### src/rtl/ann_io_pkg.sv
// ann_io_pkg: phase encoding and per-phase word totals shared by the ANN pad loader.
package ann_io_pkg;

    typedef enum logic [2:0] {
        IDLE    = 3'd0,
        NODES   = 3'd1,
        LEAVES  = 3'd2,
        QUERIES = 3'd3,
        DONE    = 3'd4
    } phase_e;

    // Two words (index, median) per internal node of a complete binary tree.
    function automatic int node_words(input int num_leaves);
        return 2 * (num_leaves - 1);
    endfunction

    function automatic int leaf_words(input int num_leaves, input int leaf_size, input int patch_size);
        return num_leaves * leaf_size * (patch_size + 1);
    endfunction

    function automatic int query_words(input int num_querys, input int patch_size);
        return num_querys * patch_size;
    endfunction

endpackage

### src/rtl/ann_io_addr_gen.sv
// ann_io_addr_gen: three-digit mixed-radix address counter, innermost digit d0.
// Each digit wraps at its own radix; last_o flags the final address of the sequence.
module ann_io_addr_gen #(
    parameter int R0 = 2,
    parameter int R1 = 2,
    parameter int R2 = 1,
    parameter int W0 = 1,
    parameter int W1 = 1,
    parameter int W2 = 1
) (
    input  logic          clk_i,
    input  logic          rst_ni,
    input  logic          clear_i,
    input  logic          inc_i,
    output logic [W0-1:0] d0_o,
    output logic [W1-1:0] d1_o,
    output logic [W2-1:0] d2_o,
    output logic          last_o
);

    logic [W0-1:0] d0_q, d0_d;
    logic [W1-1:0] d1_q, d1_d;
    logic [W2-1:0] d2_q, d2_d;
    logic          max0, max1, max2;

    assign max0   = (d0_q == W0'(R0 - 1));
    assign max1   = (d1_q == W1'(R1 - 1));
    assign max2   = (d2_q == W2'(R2 - 1));
    assign last_o = max0 && max1 && max2;

    always_comb begin
        d0_d = d0_q;
        d1_d = d1_q;
        d2_d = d2_q;
        if (clear_i) begin
            d0_d = '0;
            d1_d = '0;
            d2_d = '0;
        end else if (inc_i) begin
            // Compare against the radix, never rely on natural 2^n rollover.
            d0_d = max0 ? '0 : d0_q + 1'b1;
            if (max0) begin
                d1_d = max1 ? '0 : d1_q + 1'b1;
                if (max1) begin
                    d2_d = max2 ? '0 : d2_q + 1'b1;
                end
            end
        end
    end

    always_ff @(posedge clk_i or negedge rst_ni) begin
        if (!rst_ni) begin
            d0_q <= '0;
            d1_q <= '0;
            d2_q <= '0;
        end else begin
            d0_q <= d0_d;
            d1_q <= d1_d;
            d2_q <= d2_d;
        end
    end

    assign d0_o = d0_q;
    assign d1_o = d1_q;
    assign d2_o = d2_q;

endmodule

### src/rtl/ann_io_loader.sv
// ann_io_loader: pad-side sequencer streaming nodes, leaves and query patches into the
// accelerator memories. Define ANN_IO_CHECKSUM_EN to add a per-phase XOR checksum.
module ann_io_loader
    import ann_io_pkg::*;
#(
    parameter int DATA_WIDTH = 11,
    parameter int NUM_LEAVES = 64,
    parameter int LEAF_SIZE  = 8,
    parameter int PATCH_SIZE = 5,
    parameter int NUM_QUERYS = 494
) (
    input  logic                              io_clk,
    input  logic                              io_rst_n,
    input  logic                              load_kdtree,
    input  logic                              load_query,
    input  logic                              in_valid,
    input  logic [DATA_WIDTH-1:0]             in_data,
    output logic                              in_ready,
    input  logic                              core_ready,
    output logic                              node_wen,
    output logic [$clog2(NUM_LEAVES)-1:0]     node_addr,
    output logic                              node_sel,
    output logic                              leaf_wen,
    output logic [$clog2(NUM_LEAVES)-1:0]     leaf_addr,
    output logic [$clog2(LEAF_SIZE)-1:0]      leaf_slot,
    output logic [$clog2(PATCH_SIZE+1)-1:0]   leaf_word,
    output logic                              query_wen,
    output logic [$clog2(NUM_QUERYS)-1:0]     query_addr,
    output logic [$clog2(PATCH_SIZE)-1:0]     query_word,
    output logic [DATA_WIDTH-1:0]             wdata,
    output logic [2:0]                        phase,
    output logic                              load_done,
    output logic                              overrun,
    output logic [15:0]                       word_cnt
`ifdef ANN_IO_CHECKSUM_EN
    ,
    output logic [DATA_WIDTH-1:0]             checksum,
    output logic                              checksum_phase_done
`endif
);

    localparam int NAW = $clog2(NUM_LEAVES);
    localparam int LSW = $clog2(LEAF_SIZE);
    localparam int LWW = $clog2(PATCH_SIZE + 1);
    localparam int QAW = $clog2(NUM_QUERYS);
    localparam int QWW = $clog2(PATCH_SIZE);

    phase_e state_q, state_d;
    logic   loading, accept, load_q_only, clear_cnt, cur_last, phase_change;

    logic [0:0]     node_d0;
    logic [NAW-1:0] node_d1;
    logic           node_unused_d2, node_last;
    logic [LWW-1:0] leaf_d0;
    logic [LSW-1:0] leaf_d1;
    logic [NAW-1:0] leaf_d2;
    logic           leaf_last;
    logic [QWW-1:0] query_d0;
    logic [QAW-1:0] query_d1;
    logic           query_unused_d2, query_last;

    logic                  node_wen_q, node_wen_d, node_sel_q, node_sel_d;
    logic [NAW-1:0]        node_addr_q, node_addr_d;
    logic                  leaf_wen_q, leaf_wen_d;
    logic [NAW-1:0]        leaf_addr_q, leaf_addr_d;
    logic [LSW-1:0]        leaf_slot_q, leaf_slot_d;
    logic [LWW-1:0]        leaf_word_q, leaf_word_d;
    logic                  query_wen_q, query_wen_d;
    logic [QAW-1:0]        query_addr_q, query_addr_d;
    logic [QWW-1:0]        query_word_q, query_word_d;
    logic [DATA_WIDTH-1:0] wdata_q, wdata_d;
    logic                  load_done_q, load_done_d, overrun_q, overrun_d;
    logic [15:0]           word_cnt_q, word_cnt_d;

    assign loading     = (state_q == NODES) || (state_q == LEAVES) || (state_q == QUERIES);
    assign in_ready    = core_ready && loading;
    assign accept      = in_valid && in_ready;
    assign load_q_only = load_query && !load_kdtree && ((state_q == IDLE) || (state_q == DONE));
    assign clear_cnt   = load_kdtree || load_q_only;

    ann_io_addr_gen #(
        .R0(2), .R1(NUM_LEAVES - 1), .R2(1), .W0(1), .W1(NAW), .W2(1)
    ) u_node_cnt (
        .clk_i(io_clk), .rst_ni(io_rst_n), .clear_i(clear_cnt),
        .inc_i(accept && (state_q == NODES)),
        .d0_o(node_d0), .d1_o(node_d1), .d2_o(node_unused_d2), .last_o(node_last)
    );

    ann_io_addr_gen #(
        .R0(PATCH_SIZE + 1), .R1(LEAF_SIZE), .R2(NUM_LEAVES), .W0(LWW), .W1(LSW), .W2(NAW)
    ) u_leaf_cnt (
        .clk_i(io_clk), .rst_ni(io_rst_n), .clear_i(clear_cnt),
        .inc_i(accept && (state_q == LEAVES)),
        .d0_o(leaf_d0), .d1_o(leaf_d1), .d2_o(leaf_d2), .last_o(leaf_last)
    );

    ann_io_addr_gen #(
        .R0(PATCH_SIZE), .R1(NUM_QUERYS), .R2(1), .W0(QWW), .W1(QAW), .W2(1)
    ) u_query_cnt (
        .clk_i(io_clk), .rst_ni(io_rst_n), .clear_i(clear_cnt),
        .inc_i(accept && (state_q == QUERIES)),
        .d0_o(query_d0), .d1_o(query_d1), .d2_o(query_unused_d2), .last_o(query_last)
    );

    always_comb begin
        cur_last = 1'b0;
        case (state_q)
            NODES:   cur_last = node_last;
            LEAVES:  cur_last = leaf_last;
            QUERIES: cur_last = query_last;
            default: cur_last = 1'b0;
        endcase
    end

    // A full-load pulse restarts from any state and beats a simultaneous query pulse.
    always_comb begin
        state_d = state_q;
        if (load_kdtree) begin
            state_d = NODES;
        end else if (load_q_only) begin
            state_d = QUERIES;
        end else begin
            case (state_q)
                NODES:   if (accept && cur_last) state_d = LEAVES;
                LEAVES:  if (accept && cur_last) state_d = QUERIES;
                QUERIES: if (accept && cur_last) state_d = DONE;
                DONE:    state_d = IDLE;
                default: state_d = state_q;
            endcase
        end
    end

    assign phase_change = (state_d != state_q) || clear_cnt;

    always_comb begin
        node_wen_d   = 1'b0;
        leaf_wen_d   = 1'b0;
        query_wen_d  = 1'b0;
        load_done_d  = 1'b0;
        node_addr_d  = node_addr_q;
        node_sel_d   = node_sel_q;
        leaf_addr_d  = leaf_addr_q;
        leaf_slot_d  = leaf_slot_q;
        leaf_word_d  = leaf_word_q;
        query_addr_d = query_addr_q;
        query_word_d = query_word_q;
        wdata_d      = wdata_q;
        if (accept) begin
            wdata_d = in_data;
            case (state_q)
                NODES: begin
                    node_wen_d  = 1'b1;
                    node_addr_d = node_d1;
                    node_sel_d  = node_d0[0];
                end
                LEAVES: begin
                    leaf_wen_d  = 1'b1;
                    leaf_addr_d = leaf_d2;
                    leaf_slot_d = leaf_d1;
                    leaf_word_d = leaf_d0;
                end
                QUERIES: begin
                    query_wen_d  = 1'b1;
                    query_addr_d = query_d1;
                    query_word_d = query_d0;
                    load_done_d  = query_last;
                end
                default: ;
            endcase
        end

        word_cnt_d = word_cnt_q;
        if (phase_change) begin
            word_cnt_d = '0;
        end else if (accept && (word_cnt_q != 16'hFFFF)) begin
            word_cnt_d = word_cnt_q + 16'd1;
        end

        overrun_d = overrun_q;
        if (load_kdtree) begin
            overrun_d = 1'b0;
        end else if (in_valid && ((state_q == IDLE) || (state_q == DONE))) begin
            overrun_d = 1'b1;
        end
    end

    always_ff @(posedge io_clk or negedge io_rst_n) begin
        if (!io_rst_n) begin
            state_q      <= IDLE;
            node_wen_q   <= 1'b0;
            node_addr_q  <= '0;
            node_sel_q   <= 1'b0;
            leaf_wen_q   <= 1'b0;
            leaf_addr_q  <= '0;
            leaf_slot_q  <= '0;
            leaf_word_q  <= '0;
            query_wen_q  <= 1'b0;
            query_addr_q <= '0;
            query_word_q <= '0;
            wdata_q      <= '0;
            load_done_q  <= 1'b0;
            overrun_q    <= 1'b0;
            word_cnt_q   <= '0;
        end else begin
            state_q      <= state_d;
            node_wen_q   <= node_wen_d;
            node_addr_q  <= node_addr_d;
            node_sel_q   <= node_sel_d;
            leaf_wen_q   <= leaf_wen_d;
            leaf_addr_q  <= leaf_addr_d;
            leaf_slot_q  <= leaf_slot_d;
            leaf_word_q  <= leaf_word_d;
            query_wen_q  <= query_wen_d;
            query_addr_q <= query_addr_d;
            query_word_q <= query_word_d;
            wdata_q      <= wdata_d;
            load_done_q  <= load_done_d;
            overrun_q    <= overrun_d;
            word_cnt_q   <= word_cnt_d;
        end
    end

    assign node_wen   = node_wen_q;
    assign node_addr  = node_addr_q;
    assign node_sel   = node_sel_q;
    assign leaf_wen   = leaf_wen_q;
    assign leaf_addr  = leaf_addr_q;
    assign leaf_slot  = leaf_slot_q;
    assign leaf_word  = leaf_word_q;
    assign query_wen  = query_wen_q;
    assign query_addr = query_addr_q;
    assign query_word = query_word_q;
    assign wdata      = wdata_q;
    assign phase      = state_q;
    assign load_done  = load_done_q;
    assign overrun    = overrun_q;
    assign word_cnt   = word_cnt_q;

`ifdef ANN_IO_CHECKSUM_EN
    logic [DATA_WIDTH-1:0] checksum_q, checksum_d, checksum_base;
    logic                  csum_done_q, csum_done_d;

    // The final XOR stays visible for the pulse cycle, then the next phase starts from zero.
    always_comb begin
        checksum_base = csum_done_q ? '0 : checksum_q;
        checksum_d    = checksum_base;
        csum_done_d   = 1'b0;
        if (clear_cnt) begin
            checksum_d = '0;
        end else if (accept) begin
            checksum_d  = checksum_base ^ in_data;
            csum_done_d = cur_last;
        end
    end

    always_ff @(posedge io_clk or negedge io_rst_n) begin
        if (!io_rst_n) begin
            checksum_q  <= '0;
            csum_done_q <= 1'b0;
        end else begin
            checksum_q  <= checksum_d;
            csum_done_q <= csum_done_d;
        end
    end

    assign checksum            = checksum_q;
    assign checksum_phase_done = csum_done_q;
`endif

endmodule

### config.mk
export PLATFORM = sky130hd
export DESIGN_NAME = ann_io_loader
export DESIGN_NICKNAME = d
export VERILOG_FILES = /design/src/rtl/ann_io_pkg.sv /design/src/rtl/ann_io_addr_gen.sv /design/src/rtl/ann_io_loader.sv
export SDC_FILE = /design/constraint.sdc
export NUM_CORES = 1
export LEC_CHECK = 0
export CORE_MARGIN = 3
export CORE_UTILIZATION = 49
export CTS_BUF_LIST = sky130_fd_sc_hd__clkbuf_8
export DETAILED_ROUTE_END_ITERATION = 12
export PLACE_DENSITY_LB_ADDON = 0.2
export SYNTH_ARGS = -nofsm -noshare
export SYNTH_HDL_FRONTEND = slang
export SYNTH_SLANG_ARGS = --single-unit
### constraint.sdc
create_clock -name io_clk -period 1.8 [get_ports io_clk]
set_input_delay 0.27 -clock io_clk [delete_from_list [all_inputs] [get_ports io_clk]]
set_output_delay 0.27 -clock io_clk [all_outputs]
set_load 0.005 [all_outputs]
### After elaboration in Yosys (flattened, before gate mapping)

Index checks and enable logic that the tools add are counted.

* RAM bits: 0
* output and inout bits: 67
* bits in read-only memories: 0
* memories: 0
* logic and storage cells: 146
* bits in registers: 99
* bits in latches: 0
* input port bits: 17

* add/sub/neg operators: 10
* bitwise logic cells: 2
* divide/modulo/power cells: 0
* eq/ne operators: 12
* $mul: 0
* multiplexer cells: 55
* reductions and logical operators: 43
* shift operators: 0
* magnitude comparators: 0

Operator list (count)
* 2-to-1 mux 6 bit: 9
* 2-to-1 mux 3 bit: 15
* 2-to-1 mux 9 bit: 4
* 2-to-1 mux 16 bit: 2
* 2-to-1 mux 1 bit: 23
* nonzero test 2 bit: 11
* adder 16 x 1 -> 16 bit (second input constant): 1
* logical AND 1 bit: 16
* != test 16 bit (second input constant): 1
* adder 6 x 1 -> 6 bit (second input constant): 2
* equality test 3 bit (second input constant): 4
* equality test 6 bit (second input constant): 2
* case mux 3 bit (4 select lines): 1
* AND reduction 2 bit: 6
* adder 3 x 1 -> 3 bit (second input constant): 3
* adder 9 x 1 -> 9 bit (second input constant): 1
* equality test 9 bit (second input constant): 1
* AND reduction 3 bit: 3
* equality test 3 x 2 -> 1 bit (second input constant): 2
* logical OR 1 bit: 5
* adder 1 bit (second input constant): 3
* equality test 3 x 1 -> 1 bit (second input constant): 1
* zero test 3 bit: 1
* != test 3 bit: 1
* other kinds (3): 4

### Longest topological paths before layout

Gate-level depths: netlist of the first run.

* word-level depth: 13
* depth in mapped cells: 9
* gate-level depth less buffers: 7

### Modules after synthesis

A second synthesis of the first run with hierarchy kept.

* cell total of the unflattened synthesis: 429
* area total of the unflattened synthesis: 4596.9 um^2

Modules (own cells, without submodules)
* ann_io_loader: cells an instance 246, sequential area each 1651.6 um^2, area an instance 2832.7 um^2, times used 1
* ann_io_addr_gen at u_query_cnt: cells an instance 75, sequential area each 300.3 um^2, area an instance 700.7 um^2, times used 1
* ann_io_addr_gen at u_leaf_cnt: cells an instance 62, sequential area each 300.3 um^2, area an instance 644.4 um^2, times used 1
* ann_io_addr_gen at u_node_cnt: cells an instance 46, sequential area each 175.2 um^2, area an instance 419.2 um^2, times used 1

### Worst setup path after synthesis of the first run

OpenSTA, ideal clock, no wires.

* path type: register to register
* start: register u_query_cnt.d1_q[1] (netlist: u_query_cnt.d1_o[1])
* end: register word_cnt_q[1] (netlist: word_cnt[1])
* required time: 1681 ps
* buffers on the path: 2
* arrival: 1827 ps
* clock period less this slack: 1945 ps
* cell stages (with the launch flop): 10
* setup time: 119 ps
* slack: -145 ps
* path through: dfrtp_1 -> inv_1 -> ha_1 -> nand4b_1 -> or4_4 -> a21oi_4 -> nand4bb_1 -> buf_4 -> buf_6 -> nor2_1

* cells in the longest elaborated chain, start to end: 12
* elaborated cells between the ends (all ways): 15
* those cells by class: 2 x eq/ne; 8 x mux; 5 x reduce/logical

Ends and longest elaborated chain
* from (decl): line ann_io_addr_gen.sv:22 `logic [W1-1:0] d1_q, d1_d;`
* from (signal assigned): line ann_io_addr_gen.sv:54 `d1_q <= '0;`
* from (signal assigned): line ann_io_addr_gen.sv:58 `d1_q <= d1_d;`
* equality test 9 bit *: line ann_io_addr_gen.sv:27 `assign max1 = (d1_q == W1'(R1 - 1));`
* logical AND 1 bit * (2 in a row): line ann_io_addr_gen.sv:29 `assign last_o = max0 && max1 && max2;`
* case mux 1 bit (3 select lines) *: line ann_io_loader.sv:107 `case (state_q)`
* logical AND 1 bit *: line ann_io_loader.sv:124, ann_io_loader.sv:125, ann_io_loader.sv:126
* 2-to-1 mux 3 bit, on equally long branches: line ann_io_loader.sv:126, ann_io_loader.sv:124, ann_io_loader.sv:125
* case mux 3 bit (4 select lines) *: line ann_io_loader.sv:123 `case (state_q)`
* 2-to-1 mux 3 bit *: line ann_io_loader.sv:120 `end else if (load_q_only) begin`
* 2-to-1 mux 3 bit *: line ann_io_loader.sv:118 `if (load_kdtree) begin`
* != test 3 bit *: line ann_io_loader.sv:133 `assign phase_change = (state_d != state_q) || clear_cnt;`
* logical OR 1 bit *: line ann_io_loader.sv:133
* 2-to-1 mux 16 bit / nonzero test 2 bit (equally long branches)
* to (signal assigned): line ann_io_loader.sv:219 `word_cnt_q <= word_cnt_d;`
* to (decl): line ann_io_loader.sv:73 `logic [15:0] word_cnt_q, word_cnt_d;`

Every way passes the cells marked *; elsewhere a longest branch is shown, timed or not.
A chain may end at the register's enable or synchronous reset.

### Worst setup path after layout of the first run

* start: register u_query_cnt.d0_q[0] (netlist: u_query_cnt.d0_o[0])
* end: register word_cnt_q[14] (netlist: word_cnt[14])

* cells in the longest elaborated chain, start to end: 12
* elaborated cells between the ends (all ways): 15
* those cells by class: 2 x eq/ne; 8 x mux; 5 x reduce/logical

Ends and longest elaborated chain
* from (decl): line ann_io_addr_gen.sv:21 `logic [W0-1:0] d0_q, d0_d;`
* from (signal assigned): line ann_io_addr_gen.sv:53 `d0_q <= '0;`
* from (signal assigned): line ann_io_addr_gen.sv:57 `d0_q <= d0_d;`
* equality test 3 bit *: line ann_io_addr_gen.sv:26 `assign max0 = (d0_q == W0'(R0 - 1));`
* logical AND 1 bit * (2 in a row): line ann_io_addr_gen.sv:29
* case mux 1 bit (3 select lines) *: line ann_io_loader.sv:107
* logical AND 1 bit *: line ann_io_loader.sv:124, ann_io_loader.sv:125, ann_io_loader.sv:126
* 2-to-1 mux 3 bit, on equally long branches: line ann_io_loader.sv:126, ann_io_loader.sv:124, ann_io_loader.sv:125
* case mux 3 bit (4 select lines) *: line ann_io_loader.sv:123
* 2-to-1 mux 3 bit *: line ann_io_loader.sv:120
* 2-to-1 mux 3 bit *: line ann_io_loader.sv:118
* != test 3 bit *: line ann_io_loader.sv:133
* logical OR 1 bit *: line ann_io_loader.sv:133
* 2-to-1 mux 16 bit / nonzero test 2 bit (equally long branches)

Marked as above.

==> results.toml, run 1 <==
[power_and_ir_drop]
ir_drop_v = 0.0004495
leakagePower_uw = 0.002842
power.total_uw = 4130
power_density_mw_per_mm2 = 644.4

[worst_setup_path]
reg2reg_from = "u_query_cnt.d0_o[0]$_DFFE_PN0P_"
reg2reg_to = "word_cnt[14]$_DFFE_PN0P_"
worst_path_max_delay_cell = "or4_4"
crit_chain = "inv_2 > ha_4 > nand4_1 > or4_4 > a21oi_4 > nand4bb_4 > buf_12 > a211oi_1"
worst_ep_arrival_time_ns = 2.16
cp_max_fo = 16
cp_top_family = "simple AND/OR/NAND/NOR gates"
critPathBufInv = 2
max_stage_delay_ns = 0.51
reg2reg_slack_ns = -0.12
worstPathRequired_ns = 2.04
cp-start-kind = "register"
startpoint = "u_query_cnt.d0_o[0]$_DFFE_PN0P_"
r2r_cells = 8
critPathKind = "register to register"
end_kind = "register"

[synth]
ys_types = 52
syn_area_mm2 = 0.004477
synth_top_area_share_pct = 54.22
ys_async_sr_fraction_pct = 100.0
synth_top_area_cell = "dfrtp_1"
synthesis.nets = 452
synth_seq_cells = 97
synth_edf_count = 0
synth-seq-area-share_pct = 54.22
syn_inst = 425
synth_ff_type = "dfrtp_1"
synthTopCellsByArea = "dfrtp_1 (54%), mux2_2 (7.0%), nand2_1 (4.7%)"
synth_area_per_cell_um2 = 10.53
yosysWarningCount = 0

[clock_network]
tritoncts = "built"
clock_path_buffers = 2
path_clk_slew_ns = 0.09
cts-root-buf = "clkbuf_8"
cts.sink_count = 97
clk_latency_ns = 0.37
numCtsBuffers = 9
h-tree-depth = 3

[floorplanning]
fp.coreArea_mm2 = 0.008806
num_io_pins = 84
start_util_pct = 50.84
die_y_um = 101.6
dieWidth_um = 101.6
placementRows = 34
die_area_mm2 = 0.01032

[sta]
holdWs_ns = 0.3273
slew_headroom_pct = 74.65
hold_viol = 0
setup_ws_ns = -0.1163
fin_skew_ns = 0.01247
max_clock_freq_ghz = 0.5219
rsz0062_at_grt = "true"
worst-slew-pin-transition_ns = 0.3789
period_needed_ns = 1.916
finalCritPeriodShare_pct = 106.5
finalSetupTns_ns = -1.789
maxSlewViolCount = 0
setup_viol = 21

[global_route]
grt_use_total_pct = 20.92
grt_overflow = 0
antenna_found_initial = 0
grt_pass1_vias = 3650
grt_max_degree = 42
grt_pass1_wl_mm = 17.33

[detailed_routing]
routed_via_density = 5.449
routed_wl_mm = 10.89
drt_pass1_iterations = 5
wl_per_cell_um = 15.46
drc_errors = 0
vias = 3836
drt-initial-drc-count = 119
ant_nets = 0

[flow_run]
cap_violations = 0

[layout]
area_growth_pct = 43.18
layout_commonest_cell = "dfrtp_1"
fillers = 646
finalNonFillerCells = 704
fin_nets = 618
diodes = 0
final_cell_mix = "dfrtp_1 (94), clkdlybuf4s50_1 (81), buf_4 (81)"
drive_gt1_share_pct = 28.02

[place]
dp.cells = 670
gp_congestion = 0.8247
dp_hpwl_mm = 7.437
io_buffers = 83

[status]
violations = "setup timing"
status = "finished with violations"

[worst_hold_path]
hold_class = "input pin to async pin"
repair_timing:
action	4_1_cts	5_1_grt
endpoints found under the setup margin	28	46
resized for setup	18	26
buffers inserted	5	12
hold endpoints to repair	16	0
cloned	0	0
pin swaps	7	9
hold buffers	1	0
cell type report:
type,count,area (um^2),share of cell area (%)
clock buffers,9,123.9,1.932
clock inverters,7,71.32,1.113
inverters,10,37.54,0.5856
multi-input cells,302,2059,32.13
flip-flops and latches,97,2431,37.93
well taps,108,135.1,2.108
repair buffers,171,1551,24.20
report_power, final:
group	internal, uW	switching, uW	total [uW]	leakage (uW)
clock network	643	779	1420	0.0000970
registers	2240	34.6	2270	0.00131
logic	245	189	434	0.00143
cells by family (layout without fill, tap and decap cells):
group                    Yosys count  after routing  share of synthesized area, %
AO/OA/AOI/OAI                     65             65                         8.720
XOR/XNOR                          14             14                         2.739
adder cells (fa/ha/maj)           10             10                         2.795
buffers and inverters             26            197                         2.711
flip-flops                        97             97                         54.22
multiplexers                      34             34                         8.385
AND/OR/NAND/NOR                  179            179                         20.43
per-layer routing:
metal	global-route usage, %	part of all wire [%]	vias up
li1	-	-	1831
met1	28.37	44	1864
met2	33.15	49	113
met3	5.441	4.1	28
met4	6.339	2.4	0
met5	0	0	-
worst max-delay path by stage:
stage / to / slack (ns) / depth (start not counted)
finish: word_cnt[14]$_DFFE_PN0P_ / -0.12 / 8
global route: word_cnt[5]$_DFFE_PN0P_ / -0.19 / 8
global placement: u_query_cnt.d1_o[6]$_DFFE_PN0P_ / -0.24 / 7
CTS: word_cnt[4]$_DFFE_PN0P_ / -0.1 / 8
detailed placement: u_query_cnt.d1_o[6]$_DFFE_PN0P_ / -0.30 / 7
floorplan: word_cnt[1]$_DFFE_PN0P_ / -0.11 / 9
stage by stage:
step / instance area, um^2 / utilization [%] / setup slack [ns]
6_report: 6410 / 72.79 / -0.1163
5_1_grt: 6410 / 72.79 / -0.1898
4_1_cts: 6233 / 70.79 / -0.09996
3_5_place_dp: 5941 / 67.46 / -0.3009
3_3_place_gp: 5941 / 67.46 / -0.2369
2_1_floorplan: 4486 / - / -0.1136
state kept, by name, indices dropped and copies added (netlist names), 3 cells and up:
name and cells:
wdata 11, word_cnt 16, u_leaf_cnt.d0_o 3, u_leaf_cnt.d1_o 3
leaf_addr 6, u_query_cnt.d0_o 3, node_addr 6, phase 3
u_leaf_cnt.d2_o 6, u_query_cnt.d1_o 9, query_word 3, leaf_slot 3
u_node_cnt.d1_o 6, leaf_word 3, query_addr 9
Yosys cell counts, types with 2 or more instances:
| master | n |
|---|---|
| nand2_1 | 56 |
| a31oi_1 | 4 |
| nor3b_1 | 4 |
| or3_1 | 6 |
| nand3_1 | 20 |
| and3_1 | 6 |
| ha_1 | 10 |
| buf_2 | 4 |
| o41ai_1 | 2 |
| inv_1 | 9 |
| and2_1 | 2 |
| dfrtp_1 | 97 |
| nand4b_1 | 6 |
| nor2_1 | 42 |
| mux2_2 | 28 |
| o31ai_1 | 3 |
| o2111ai_1 | 2 |
| nor3_1 | 8 |
| mux2i_1 | 6 |
| nand4_1 | 6 |
| xnor2_1 | 3 |
| or4_1 | 3 |
| xor2_1 | 11 |
| a21oi_1 | 20 |
| o21ai_0 | 22 |
| nand4bb_1 | 2 |
| a211oi_1 | 5 |
| clkbuf_1 | 9 |
| buf_6 | 2 |
| o211ai_1 | 3 |
| nand3b_1 | 3 |
Note: power is estimated with default switching activity, not from simulation.
==> inputs of run 2 (changes only) <==
- CORE_MARGIN: 3 -> unset
==> run 2 against run 1 <==
- the run still ends with setup timing left
- combinational power up 5.5%
- register-to-register slack about the same
- worst hold slack better by 0.035 ns
- worst setup slack better by 0.0036 ns
- largest power group unchanged
- sequential power about the same
- total power down 1.7%
- die area down 7.7%
- largest cell class unchanged
==> results.toml, run 2 (synthesis gave the netlist of run 1 again) <==
[status]
status = "finished with violations"
violations = "setup timing"

[sta]
maxSlewViolCount = 0
max_clock_freq_ghz = 0.5228
worst-slew-pin-transition_ns = 0.3905
setup_ws_ns = -0.1127
setup_viol = 30
holdWs_ns = 0.3623
period_needed_ns = 1.913
finalCritPeriodShare_pct = 106.3
slew_headroom_pct = 73.97
fin_skew_ns = 0.01248
hold_viol = 0
rsz0062_at_grt = "true"

[floorplanning]
dieWidth_um = 97.59
die_y_um = 97.59
start_util_pct = 51.09
fp.coreArea_mm2 = 0.008763
die_area_mm2 = 0.009523
placementRows = 34
num_io_pins = 84

[place]
dp_hpwl_mm = 7.501
io_buffers = 83
dp.cells = 678
place_ws_ns = -0.3358
gp_congestion = 0.8632

[layout]
layout_commonest_cell = "dfrtp_1"
final-seq-area_mm2 = 0.002431
fin_nets = 627
largest_reg_flops = 16
multi_input_area_mm2 = 0.002143
fillers = 618
area_growth_pct = 46.95
finalNonFillerCells = 713
diodes = 0
final_cell_mix = "dfrtp_1 (94), buf_4 (81), clkdlybuf4s50_1 (78)"
drive_gt1_share_pct = 30.74
final_core_util_pct = 75.07

[global_route]
grt_pass1_vias = 3890
antenna_found_initial = 0
gr-max-usage-layer = "met2"
grt_pass1_wl_mm = 18.49
use_met2_pct = 40.34
met3_usage_pct = 4.101
grt_use_total_pct = 24.29
grt_overflow = 0
grt_max_degree = 42
met1_usage_pct = 31.63

[worst_setup_path]
critPathBufInv = 2
end_kind = "register"
worst_ep_arrival_time_ns = 2.17
cp_top_family = "simple AND/OR/NAND/NOR gates"
cp_max_fo = 16
crit_chain = "inv_2 > ha_4 > nand4_1 > or4_4 > a21oi_4 > nand4bb_4 > buf_12 > nor2_1"
critPathKind = "register to register"
worst_path_max_delay_cell = "or4_4"
max_stage_delay_ns = 0.52
worstPathRequired_ns = 2.05
cp-start-kind = "register"

[clock_network]
clk_latency_ns = 0.37
clock_path_buffers = 2
cts.sink_count = 97
numCtsBuffers = 9
tritoncts = "built"
cts-root-buf = "clkbuf_8"
h-tree-depth = 3
path_clk_slew_ns = 0.10

[power_and_ir_drop]
p_seq_share_pct = 56.2
leakagePower_uw = 0.002951
pwr-share-comb_pct = 11.3
power_density_mw_per_mm2 = 617.1
power.total_uw = 4060
ir_drop_v = 0.0004155
p_int_uw = 3040
switching_share_pct = 25.11
p_clk_share_pct = 32.6
switchingPower_uw = 1019

[detailed_routing]
ant_nets = 0
drt-initial-drc-count = 141
routed_wl_mm = 11.17
drc_errors = 0
vias = 3920
routed_via_density = 5.498
wl_per_cell_um = 15.67
drt_pass1_iterations = 4

[worst_hold_path]
hold_class = "input pin to async pin"

[flow_run]
cap_violations = 0
run 2: path summary, 6_finish.rpt:
| kind | startpoint | end | slack, ns | cells after the start |
|---|---|---|---|---|
| max | u_query_cnt.d0_o[1]$_DFFE_PN0P_ | word_cnt[12]$_DFFE_PN0P_ | -0.11 | 8 |
| max in group asynchronous | io_rst_n | phase[0]$_DFF_PN0_ | 0.87 | 3 |
| min reg2reg | query_addr[6]$_DFFE_PN0P_ | query_addr[6]$_DFFE_PN0P_ | 0.48 | 2 |
| min in group io_clk | query_addr[6]$_DFFE_PN0P_ | query_addr[6]$_DFFE_PN0P_ | 0.48 | 2 |
| min | io_rst_n | word_cnt[7]$_DFFE_PN0P_ | 0.36 | 2 |
| max reg2reg | u_query_cnt.d0_o[1]$_DFFE_PN0P_ | word_cnt[12]$_DFFE_PN0P_ | -0.11 | 8 |
run 2: per-layer routing:
layer	up-vias	share of wire (%)
met5	-	0
met3	21	3.3
met2	101	52
met4	0	2.1
li1	1854	-
met1	1944	43
run 2: cell type report:
| type | count | area share, % |
|---|---|---|
| Clock buffer | 10 | 2.092 |
| Clock inverter | 6 | 0.6276 |
| Inverter | 10 | 0.5706 |
| Multi-Input combinational cell | 302 | 32.58 |
| Sequential cell | 97 | 36.95 |
| Timing Repair Buffer | 180 | 25.12 |
| Tap cell | 108 | 2.054 |
run 2: what timing repair did:
item / CTS / global route
hold endpoints to repair: 25 / 0
buffers inserted: 13 / 7
hold buffers: 1 / 0
setup endpoints to repair: 30 / 49
pin swaps: 12 / 17
gates resized for setup: 26 / 46
run 2: power groups by stage:
stage / sequential [uW] / combinational [uW] / clock, uW
after global placement: 2320 / 402 / 0
final: 2280 / 458 / 1320
after global routing: 2290 / 499 / 1450
after detailed placement: 2320 / 410 / 0
after floorplan: 2330 / 121 / 0
after CTS: 2280 / 430 / 1360
run 2: stage by stage:
step,area (um^2),setup TNS [ns]
CTS,6374,-1.442
finish,6579,-2.215
floorplan,4486,-1.168
global placement,6001,-10.46
global route,6579,-5.630
detailed placement,6001,-12.62
==> inputs of run 3 (changes only) <==
- CTS_CLUSTER_DIAMETER: unset -> 60
==> results of run 3 <==
Final layout, timing and power as in run 2 (identical DEF).
